## src/rtl/bicubic_pkg.sv

```systemverilog
// Shared constants for the bicubic output normaliser.
// Defaults match a 2^7 x 2^7 combined weight scale and 8-bit pixels.
package bicubic_pkg;

   localparam int DEF_PRODUCT_WIDTH = 32;
   localparam int DEF_NORM_SHIFT    = 14;
   localparam int DEF_PIXEL_WIDTH   = 8;
   localparam int DEF_PIXEL_MAX     = (1 << DEF_PIXEL_WIDTH) - 1;
   localparam int DEF_ROUND         = 1 << (DEF_NORM_SHIFT - 1);

   localparam int GROUP_SIZE = 4;
   localparam int FIFO_DEPTH = 2;

endpackage

```

## src/rtl/bicubic_round_clamp.sv

```systemverilog
// Round-half-up, arithmetic shift and clamp of one signed inner product.
// Purely combinational; flags whether the clamp engaged.
module bicubic_round_clamp
   import bicubic_pkg::*;
#(
   parameter int PRODUCT_WIDTH = DEF_PRODUCT_WIDTH,
   parameter int NORM_SHIFT    = DEF_NORM_SHIFT,
   parameter int PIXEL_WIDTH   = DEF_PIXEL_WIDTH
) (
   input  logic [PRODUCT_WIDTH-1:0] product,
   output logic [PIXEL_WIDTH-1:0]   pixel,
   output logic                     clamped
);

   localparam int W = PRODUCT_WIDTH + 1;
   localparam logic signed [W-1:0] RND  = W'(64'd1 << (NORM_SHIFT - 1));
   localparam logic signed [W-1:0] MAXV = W'((64'd1 << PIXEL_WIDTH) - 64'd1);

   logic signed [W-1:0] sum;
   logic signed [W-1:0] shifted;
   logic                neg;
   logic                high;

   // One extra bit keeps the rounding add from overflowing
   assign sum     = $signed({product[PRODUCT_WIDTH-1], product}) + RND;
   assign shifted = sum >>> NORM_SHIFT;
   assign neg     = shifted[W-1];
   assign high    = !neg && (shifted > MAXV);
   assign clamped = neg || high;

   always_comb begin
      pixel = shifted[PIXEL_WIDTH-1:0];
      if (neg) begin
         pixel = '0;
      end else if (high) begin
         pixel = MAXV[PIXEL_WIDTH-1:0];
      end
   end

endmodule

```

## src/rtl/bicubic_output_normalizer.sv

```systemverilog
// Normalises groups of four inner products into pixels, buffers two groups
// and serialises one pixel per beat. Optional BICUBIC_SAT_CNT_EN adds sat_count.
module bicubic_output_normalizer
   import bicubic_pkg::*;
#(
   parameter int PRODUCT_WIDTH = DEF_PRODUCT_WIDTH,
   parameter int NORM_SHIFT    = DEF_NORM_SHIFT,
   parameter int PIXEL_WIDTH   = DEF_PIXEL_WIDTH
) (
   input  logic                     clk,
   input  logic                     rst,
   input  logic                     in_valid,
   output logic                     in_ready,
   input  logic                     in_last,
   input  logic [PRODUCT_WIDTH-1:0] inner_product1,
   input  logic [PRODUCT_WIDTH-1:0] inner_product2,
   input  logic [PRODUCT_WIDTH-1:0] inner_product3,
   input  logic [PRODUCT_WIDTH-1:0] inner_product4,
   output logic                     out_valid,
   input  logic                     out_ready,
   output logic [PIXEL_WIDTH-1:0]   out_pixel,
`ifdef BICUBIC_SAT_CNT_EN
   output logic [15:0]              sat_count,
`endif
   output logic                     out_last
);

   logic [PRODUCT_WIDTH-1:0] products [GROUP_SIZE];
   logic [GROUP_SIZE-1:0][PIXEL_WIDTH-1:0] pix_in;
   logic [GROUP_SIZE-1:0]    clamped;

   assign products[0] = inner_product1;
   assign products[1] = inner_product2;
   assign products[2] = inner_product3;
   assign products[3] = inner_product4;

   for (genvar g = 0; g < GROUP_SIZE; g++) begin : g_rc
      bicubic_round_clamp #(
         .PRODUCT_WIDTH (PRODUCT_WIDTH),
         .NORM_SHIFT    (NORM_SHIFT),
         .PIXEL_WIDTH   (PIXEL_WIDTH)
      ) u_rc (
         .product (products[g]),
         .pixel   (pix_in[g]),
         .clamped (clamped[g])
      );
   end

   logic [GROUP_SIZE-1:0][PIXEL_WIDTH-1:0] pix_mem [FIFO_DEPTH];
   logic                 last_mem [FIFO_DEPTH];
   logic                 wr_ptr;
   logic                 rd_ptr;
   logic [1:0]           count;
   logic [1:0]           idx;
   logic                 push;
   logic                 fire;
   logic                 pop;

   assign in_ready  = (count < 2'd2);
   assign out_valid = (count != 2'd0);
   assign push      = in_valid && in_ready;
   assign fire      = out_valid && out_ready;
   assign pop       = fire && (idx == 2'd3);

   assign out_pixel = out_valid ? pix_mem[rd_ptr][idx] : '0;
   assign out_last  = out_valid && last_mem[rd_ptr] && (idx == 2'd3);

   // Storage needs no reset: occupancy gates every read
   always_ff @(posedge clk) begin
      if (push) begin
         pix_mem[wr_ptr]  <= pix_in;
         last_mem[wr_ptr] <= in_last;
      end
   end

   always_ff @(posedge clk or posedge rst) begin
      if (rst) begin
         wr_ptr <= 1'b0;
         rd_ptr <= 1'b0;
         count  <= 2'd0;
         idx    <= 2'd0;
      end else begin
         if (push) begin
            wr_ptr <= ~wr_ptr;
         end
         if (fire) begin
            idx <= idx + 2'd1;
         end
         if (pop) begin
            rd_ptr <= ~rd_ptr;
         end
         unique case ({push, pop})
            2'b10:   count <= count + 2'd1;
            2'b01:   count <= count - 2'd1;
            default: count <= count;
         endcase
      end
   end

`ifdef BICUBIC_SAT_CNT_EN
   logic [15:0] sat_q;
   logic [2:0]  clamp_n;
   logic [16:0] sat_sum;

   assign clamp_n = {2'b0, clamped[0]} + {2'b0, clamped[1]}
                  + {2'b0, clamped[2]} + {2'b0, clamped[3]};
   assign sat_sum = {1'b0, sat_q} + {14'b0, clamp_n};
   assign sat_count = sat_q;

   always_ff @(posedge clk or posedge rst) begin
      if (rst) begin
         sat_q <= 16'd0;
      end else if (push) begin
         sat_q <= sat_sum[16] ? 16'hFFFF : sat_sum[15:0];
      end
   end
`else
   logic unused_clamped;
   assign unused_clamped = ^clamped;
`endif

endmodule

```

## config.mk

```make
export PLATFORM = sky130hd
export DESIGN_NAME = bicubic_output_normalizer
export DESIGN_NICKNAME = d
export VERILOG_FILES = /design/src/rtl/bicubic_pkg.sv /design/src/rtl/bicubic_round_clamp.sv /design/src/rtl/bicubic_output_normalizer.sv
export SDC_FILE = /design/constraint.sdc
export NUM_CORES = 1
export LEC_CHECK = 0
export ABC_AREA = 1
export CAP_MARGIN = 5
export CORE_UTILIZATION = 63
export DETAILED_ROUTE_END_ITERATION = 10
export DONT_BUFFER_PORTS = 1
export GPL_ROUTABILITY_DRIVEN = 0
export PLACE_DENSITY = 0.79
export SKIP_LAST_GASP = 1
export SYNTH_ARGS = -nofsm -noshare
export SYNTH_HDL_FRONTEND = slang
export SYNTH_SLANG_ARGS = --single-unit
```

## constraint.sdc

```tcl
create_clock -name clk -period 5.4 [get_ports clk]
set_input_delay 1.08 -clock clk [delete_from_list [all_inputs] [get_ports clk]]
set_output_delay 1.08 -clock clk [all_outputs]
set_load 0.01 [all_outputs]
```

# [Word-level counts from Yosys, hierarchy flattened]
# Memory sizes are Yosys's and may differ from the RTL's.
# Index checks and enable logic that the tools add are counted.
[word_totals] word_cells=53 in_bits=133 ram_bits=66 out_inout_bits=11 memories=2 reg_bits=6
[memory_table] name="pix_mem" words=2 width=32 read_ports=1 rd_clocked_by_memory_dff=0 write_ports=1 line="bicubic_output_normalizer.sv:49" source="logic [GROUP_SIZE-1:0][PIXEL_WIDTH-1:0] pix_mem [FIFO_DEPTH];"
[memory_table] name="last_mem" words=2 width=1 read_ports=1 rd_clocked_by_memory_dff=0 write_ports=1 line="bicubic_output_normalizer.sv:50" source="logic last_mem [FIFO_DEPTH];"
[classes] addsub=7 mux=14 n_eq_ne=3 n_bitwise=2 magnitude_cmp=6 reduce_logical=15
[ops] operator="adder 32 x 15 -> 33 bit (second input constant)" n=4
[ops] operator="two-way mux 8 bit" n=10
[ops] operator="> comparator 19 x 9 -> 1 bit (second input constant)" n=4
[ops] operator="binary-select mux 8 bit (select 2 bit)" n=1
[ops] operator="logical AND 1 bit" n=9
[ops] operator="adder 2 x 1 -> 2 bit (second input constant)" n=2
[ops] operator="== test 2 bit (second input constant)" n=2
[ops] operator="zero test 1 bit" n=4
[ops] operator="one-hot mux 2 bit (2 select lines)" n=1
[ops] operator="nonzero test 2 bit" n=2
[ops] operator="less-than comparator 2 x 3 -> 1 bit (second input constant)" n=1
[ops] operator="== test 2 x 1 -> 1 bit (second input constant)" n=1
[ops] operator="less-than comparator 2 bit (second input constant)" n=1
[ops] operator="two-way mux 1 bit" n=2
[ops] operator="NOT 1 bit" n=2
[ops] operator="subtractor 2 x 1 -> 2 bit (second input constant)" n=1

# [Longest topological paths before layout]
# Gate-level depths: netlist (run 1).
[logic_depth] depth_word=5 mapped_depth=13 ltp_nobuf=13

# [Modules after synthesis]
# A second synthesis (run 1) with hierarchy kept.
[unflattened] cells_unflattened=853 area_unflattened_um2=6082.1
[by_module_without_submodules] mod="bicubic_output_normalizer" cells_per_inst=313 instances=1 seq_area_each_um2=2132.0 area_each_um2=3219.3
[by_module_without_submodules] mod="bicubic_round_clamp" cells_per_inst=135 instances=4 seq_area_each_um2=0.0 area_each_um2=715.7

# [Worst setup path after synthesis (run 1)]
# Ideal clock, no wire load.
[synth_path] kind="in2reg" from="input in_valid" to="memory last_mem[0], enable pin" path_buffers=0 stages=2 path_slack_ns=2.384 required_ns=4.977 setup_ns=0.423 arrival_time_ns=2.593 path_cell_list="nand2_1 nor2_1"
[synth_between] elab_chain_len=3
[synth_lines] element="from (decl)" line="bicubic_output_normalizer.sv:12" source="input logic in_valid,"
[synth_lines] element="logical AND 1 bit" line="bicubic_output_normalizer.sv:61" source="assign push = in_valid && in_ready;"
[synth_lines] element="two-way mux 1 bit" line="bicubic_output_normalizer.sv:70" source="if (push) begin"
[synth_lines] element="two-way mux 1 bit (implied by the code)" line="bicubic_output_normalizer.sv:72" source="last_mem[wr_ptr] <= in_last;"
[synth_lines] element="to (decl)" line="bicubic_output_normalizer.sv:50"
# Every way passes these cells.

# [Worst setup path after layout (run 1)]
[layout_path] from="register rd_ptr" to="output out_pixel[4]"
[layout_between] elab_chain_len=4
[layout_lines] element="from (decl)" line="bicubic_output_normalizer.sv:52" source="logic rd_ptr;"
[layout_lines] element="from (signal assigned)" line="bicubic_output_normalizer.sv:90" source="rd_ptr <= ~rd_ptr;"
[layout_lines] element="memory (2 x 32 bit)"
[layout_lines] element="binary-select mux 8 bit (select 2 bit)" line="bicubic_output_normalizer.sv:65" source="assign out_pixel = out_valid ? pix_mem[rd_ptr][idx] : '0;"
[layout_lines] element="two-way mux 8 bit (implied by the code)" line="bicubic_output_normalizer.sv:65"
[layout_lines] element="two-way mux 8 bit" line="bicubic_output_normalizer.sv:65"
[layout_lines] element="to (decl)" line="bicubic_output_normalizer.sv:21" source="output logic [PIXEL_WIDTH-1:0] out_pixel,"
# Every way passes these cells. The select of a mux whose other input is x is not followed.

==> reports/metrics.cfg, run 1 <==
[placement]
dp_hpwl_mm = 8.922
preCtsSetupSlack_ns = 2.213
dpl-instance-area_um2 = 5570
place_inst = 837
numPortBuffers = 0

[synth]
async_flop_share_pct = 8.333
ys.warnings.count = 0
yosysMostFrequentCell = nand2_1
synth.avg_cell_area_um2 = 7.373
yosys.area.top_type_share_pct = 36.37
syn_area_um2 = 5449
synth_edf_count = 66
synth_seq_cells = 72
yosysTopAreaCell = edfxtp_1
syn_inst = 739
syn-num-nets = 878
yosysUniqueCellTypes = 32
synth_common_cells = 170 x nand2_1, 122 x nor2_1, 92 x inv_1
ys.flop_type = edfxtp_1
ys_top_cells_by_area = edfxtp_1 36%, nand2_1 12%, nor2_1 8.4%
seq_area_frac_synth_pct = 39.13

[global_routing]
antenna_found_initial = 0
grt_pass1_wl_mm = 18.97
grt-ovfl-total = 0
grt_max_degree = 36
grt_pass1_vias = 4391
grtUsageTotal_pct = 27.04

[floorplanning]
row_count = 33
dieArea_um2 = 9025
die_h_um = 95
core_area_um2 = 8299
floorplan.io_pins = 144
initial_core_util_pct = 65.66
die_w_um = 95

[sta]
fin_crit_sh_pct = 66.30
worstMarginPinSlew_ns = 0.8689
slew_viol_final = 0
fin_worst_skew_ns = 0.005172
rsz0062_at_grt = false
fin_hold_ws_ns = 0.5126
fmax_ghz = 0.2793
fin_crit_ns = 3.580
finalSetupViolations = 0
worst_slack_ns = 1.820
slew_headroom_pct = 42.01
setup_tns_ns = 0
final-hold-violation-count = 0

[routing]
drc = 0
detail_route.iter0.violations = 225
vias = 4702
dr.pass1.iters = 5
postRouteAntennaNets = 0
drt-total-wl_mm = 11.54
vias_per_cell = 5.512
wl_per_cell_um = 13.52

[power]
p_int_mw = 1.160
ir_worst_vdd_mv = 0.1692
switchingPower_mw = 0.7091
finalPower_mw = 1.869
p_per_area_nw_per_um2 = 323.6
power_frac_seq_pct = 42.0
power.leakage_nw = 2.347
pwr-share-clk_pct = 22.6
p_comb_share_pct = 35.4
p_sw_share_pct = 37.94

[critical_path]
cp_data_arrival_time_ns = 2.50
setup.worst_path.end_class = primary output
critPathRequiredTime_ns = 4.32
critPathKind = reg2out
crit_path_start_kind = register
cp_max_fo = 35

[cells_and_area]
fin_nets = 882
syn_to_final_growth_pct = 5.993
drive_gt1_share_pct = 11.10
antennaDiodeCount = 0
final_area_um2 = 5776
stdcell_count = 853
post-route-util_pct = 69.59

[status]
status = finished, final reports clean

[clocking]
cts_resized = 0
insertion_delay_ns = 0.34
clock-sinks = 72
numCtsBuffers = 9
cts_hold_buf = 0
cts_root_buf = clkbuf_8
htree_levels = 3
tritoncts = yes
clockBufferDepth = 2
path_clk_slew_ns = 0.07
post-cts-setup-buffer-count = 0

[flow_run]
drv_cap = 0

[worst_hold_path]
hold_path.class = reg2reg

[state kept, by name, summed over array words and instances, names as in the netlist]
name and count:
last_mem 2, pix_mem 64, count 2, wr_ptr 1, idx 2, rd_ptr 1
[cells in the final DEF, fill, tap and decap left out, drive strengths merged]
cell type / count
o22ai: 8
nor4: 1
clkbuf: 15
nor2: 160
nor3: 3
o21ai: 53
a21oi: 5
o21bai: 3
nand3b: 3
nand3: 62
clkinvlp: 1
xor2: 23
buf: 3
a31oi: 8
edfxtp: 66
and2: 3
nand2: 184
clkinv: 2
ha: 6
xnor2: 14
dfrtp: 6
nand4: 22
inv: 97
[power by group through the flow]
| stage | sequential [mW] | combinational (mW) | clock [mW] |
|---|---|---|---|
| 3_3_place_gp | 0.791 | 0.645 | 0 |
| 3_5_place_dp | 0.797 | 0.662 | 0 |
| 6_report | 0.785 | 0.662 | 0.422 |
| 4_1_cts | 0.785 | 0.666 | 0.426 |
| 2_1_floorplan | 0.775 | 0.514 | 0 |
| 5_1_grt | 0.795 | 0.748 | 0.447 |
[area by class of cell]
class | instances | area, µm²
Clock inverter | 1 | 7.507
Inverter | 99 | 374.1
Tap cell | 105 | 131.4
Clock buffer | 15 | 197.7
Multi-Input combinational cell | 558 | 2910
Timing Repair Buffer | 3 | 22.52
Fill cell | 703 | 2524
Sequential cell | 72 | 2132
[critical path: stages, from the launching register on]
cell and delay, ns:
dfrtp_1 0.36, buf_4 0.24, inv_1 0.68, o21ai_0 0.21
o22ai_1 0.15, o21ai_0 0.10, a31oi_1 0.40
[per-layer routing]
metal	up-vias	track usage (%)	wire [µm]	part of all wire [%]
met2	153	46.88	5618	49
met3	13	4.911	841	7.3
met1	2118	34.06	4937	43
met4	0	8.586	138	1.2
met5	-	0	0	0
li1	2418	-	-	-
[cell families after synthesis]
group / after synthesis / synth area share [%]
simple gates: 438 / 38.35
buf+inv: 109 / 7.554
compound gates: 77 / 7.646
flops: 72 / 39.13
xor+xnor: 37 / 5.947
fa+ha+maj: 6 / 1.378
[final timing paths]
check                                     startpoint              endpoint  slack [ns]  cells past startpoint
worst max-delay path              rd_ptr$_DFFE_PP0P_          out_pixel[4]        1.82                      6
worst min-delay path            count[0]$_DFFE_PP0P_  count[0]$_DFFE_PP0P_        0.51                      1
worst max register to register  count[0]$_DFFE_PP0P_  count[1]$_DFFE_PP0P_        3.31                      8
worst min register to register  count[0]$_DFFE_PP0P_  count[0]$_DFFE_PP0P_        0.51                      1
max in group asynchronous                        rst    idx[0]$_DFFE_PP0P_        4.69                      1
min in group asynchronous                        rst    rd_ptr$_DFFE_PP0P_        0.53                      1
Power figures use the tool's default switching activity.
==> inputs of run 2 (changes only) <==
--- a/config.mk
+++ b/config.mk
@@ -7,11 +7,11 @@
 export LEC_CHECK = 0
 export ABC_AREA = 1
 export CAP_MARGIN = 5
-export CORE_UTILIZATION = 63
+export CORE_UTILIZATION = 59
 export DETAILED_ROUTE_END_ITERATION = 10
 export DONT_BUFFER_PORTS = 1
 export GPL_ROUTABILITY_DRIVEN = 0
-export PLACE_DENSITY = 0.79
+export PLACE_DENSITY = 0.78
 export SKIP_LAST_GASP = 1
 export SYNTH_ARGS = -nofsm -noshare
 export SYNTH_HDL_FRONTEND = slang
==> constraint.sdc (replaced) <==
create_clock -name clk -period 3.04 [get_ports clk]
set_input_delay 0.608 -clock clk [delete_from_list [all_inputs] [get_ports clk]]
set_output_delay 0.608 -clock clk [all_outputs]
set_load 0.01 [all_outputs]
==> reports/metrics.cfg, run 2 (same netlist as run 1, synthesis figures left out) <==
[status]
status = finished with violations
violations = DRC

[floorplanning]
initial_core_util_pct = 61.58  ; -4.1 points
dieArea_um2 = 9624  ; +6.6%
die_h_um = 98.10  ; +3.3%
core_area_um2 = 8848  ; +6.6%
row_count = 34  ; +3.0%
floorplan.io_pins = 144  ; unchanged
die_w_um = 98.10  ; +3.3%

[cells_and_area]
largest-register = pix_mem
final_cell_mix = 170 x nand2_1, 120 x nor2_1, 92 x inv_1
syn_to_final_growth_pct = 5.786
fin_nets = 885  ; +0.34%
drive_gt1_share_pct = 11.45  ; +0.36 points
antennaDiodeCount = 0  ; unchanged
fill_cells = 784  ; +12%
final_common_cell = nand2_1
multiInputGateArea_um2 = 2910  ; unchanged
largest_reg_flops = 64  ; unchanged
seq_area_um2 = 2132  ; unchanged
final_area_um2 = 5764  ; -0.19%

[sta]
slew_viol_final = 0  ; unchanged
fin_worst_skew_ns = 0.005993  ; +0.0008209 ns
finalSetupViolations = 0  ; unchanged
slew_headroom_pct = 60.99  ; +19 points
setup_tns_ns = 0  ; unchanged
worstMarginPinSlew_ns = 0.5845  ; -0.2845 ns
rsz0062_at_grt = false
fmax_ghz = 0.3852
fin_crit_ns = 2.596
final-hold-violation-count = 0  ; unchanged
fin_crit_sh_pct = 85.41

[clocking]
insertion_delay_ns = 0.33  ; about the same
clock-sinks = 72  ; unchanged
tritoncts = yes
clockBufferDepth = 2  ; unchanged
cts_resized = 0  ; unchanged
htree_levels = 3  ; unchanged
cts_root_buf = clkbuf_8
path_clk_slew_ns = 0.07  ; about the same
cts_hold_buf = 0  ; unchanged
post-cts-setup-buffer-count = 0  ; unchanged
numCtsBuffers = 9  ; unchanged

[routing]
postRouteAntennaNets = 0  ; unchanged
drc = 5  ; +5
detail_route.iter0.violations = 223  ; -0.89%
wl_per_cell_um = 13.32  ; -1.5%
drt-total-wl_mm = 11.44  ; -0.81%
vias = 4732  ; +0.64%
dr.pass1.iters = 7  ; +2
vias_per_cell = 5.509  ; about the same

[placement]
numPortBuffers = 0  ; unchanged
dpl-instance-area_um2 = 5597  ; +0.47%
dp_hpwl_mm = 8.919  ; about the same

[critical_path]
cp_data_arrival_time_ns = 1.99  ; -0.51 ns
cp_max_fo = 20  ; -43%
setup.worst_path.end_class = primary output
crit_slowest_cell = inv_1
crit_path_start_kind = register
path_cells = inv_1, buf_4, o21ai_0, a31oi_1
critPathKind = reg2out
critPathRequiredTime_ns = 2.43  ; -1.89 ns
slowest_delay_ns = 0.44  ; -0.24 ns

[power]
p_per_area_nw_per_um2 = 560.5  ; +73%
power.leakage_nw = 2.346  ; about the same
ir_worst_vdd_mv = 0.3459  ; +100%

[global_routing]
grt_pass1_wl_mm = 19.38  ; +2.2%
grtUsageTotal_pct = 24.80  ; -2.2 points
grt_max_degree = 35  ; -2.8%
grt_pass1_vias = 4445  ; +1.2%
grt-ovfl-total = 0  ; unchanged
antenna_found_initial = 0  ; unchanged

[worst_hold_path]
hold_path.class = in2async

[flow_run]
drv_cap = 0  ; unchanged

-- run 2: worst paths after layout --
check,startpoint,end,slack [ns],cells past startpoint
setup reg to reg,count[0]$_DFFE_PP0P_,count[1]$_DFFE_PP0P_,0.99,8
hold reg to reg,count[0]$_DFFE_PP0P_,count[0]$_DFFE_PP0P_,0.51,1
max in group asynchronous,rst,idx[0]$_DFFE_PP0P_,2.78,1
min in group clk,in_last,last_mem[1]$_DFFE_PP_,0.37,0
hold / removal,rst,count[1]$_DFFE_PP0P_,0.07,1
setup / recovery,rd_ptr$_DFFE_PP0P_,out_pixel[2],0.44,4
-- run 2: area by class of cell --
cell class / count / area share (%)
multi-input combinational: 558 / 50.49
sequential: 72 / 36.99
inverter: 99 / 6.490
clock buffer: 12 / 2.518
tap: 108 / 2.344
timing repair buffer: 6 / 0.7814
clock inverter: 4 / 0.3907
-- run 2: per-layer routing --
layer	track usage (%)	wire, µm	vias up
li1	-	-	2423
met1	31.40	4938	2127
met2	43.72	5601	170
met3	4.939	781	12
met4	5.594	121	0
met5	0	0	-
-- run 2: critical path, delay by kind of cell (launching register included) --
| family | cells | cell delay, ns |
|---|---|---|
| flops | 1 | 0.38 |
| buf+inv | 2 | 0.71 |
| compound gates | 2 | 0.56 |
-- run 2: through the flow --
step / std cells / setup WS, ns / utilization [%] / hold WS, ns / power [mW]
after global placement: 843 / 0.8220 / 63.25 / 0.4279 / 2.585
after CTS: 859 / 0.4298 / 65.14 / 0.06885 / 3.246
after detailed placement: 843 / 0.7389 / 63.25 / 0.4279 / 2.616
after global routing: 859 / 0.3155 / 65.14 / 0.07998 / 3.437
after floorplan: 739 / 0.4957 / - / 0.3990 / 2.290
final: 859 / 0.4436 / 65.14 / 0.07304 / 3.231
-- run 2: where the power goes --
group / internal [mW] / leakage [nW] / switching, mW
combinational: 0.367 / 1.59 / 0.869
clock: 0.315 / 0.0861 / 0.319
sequential: 1.30 / 0.674 / 0.0571
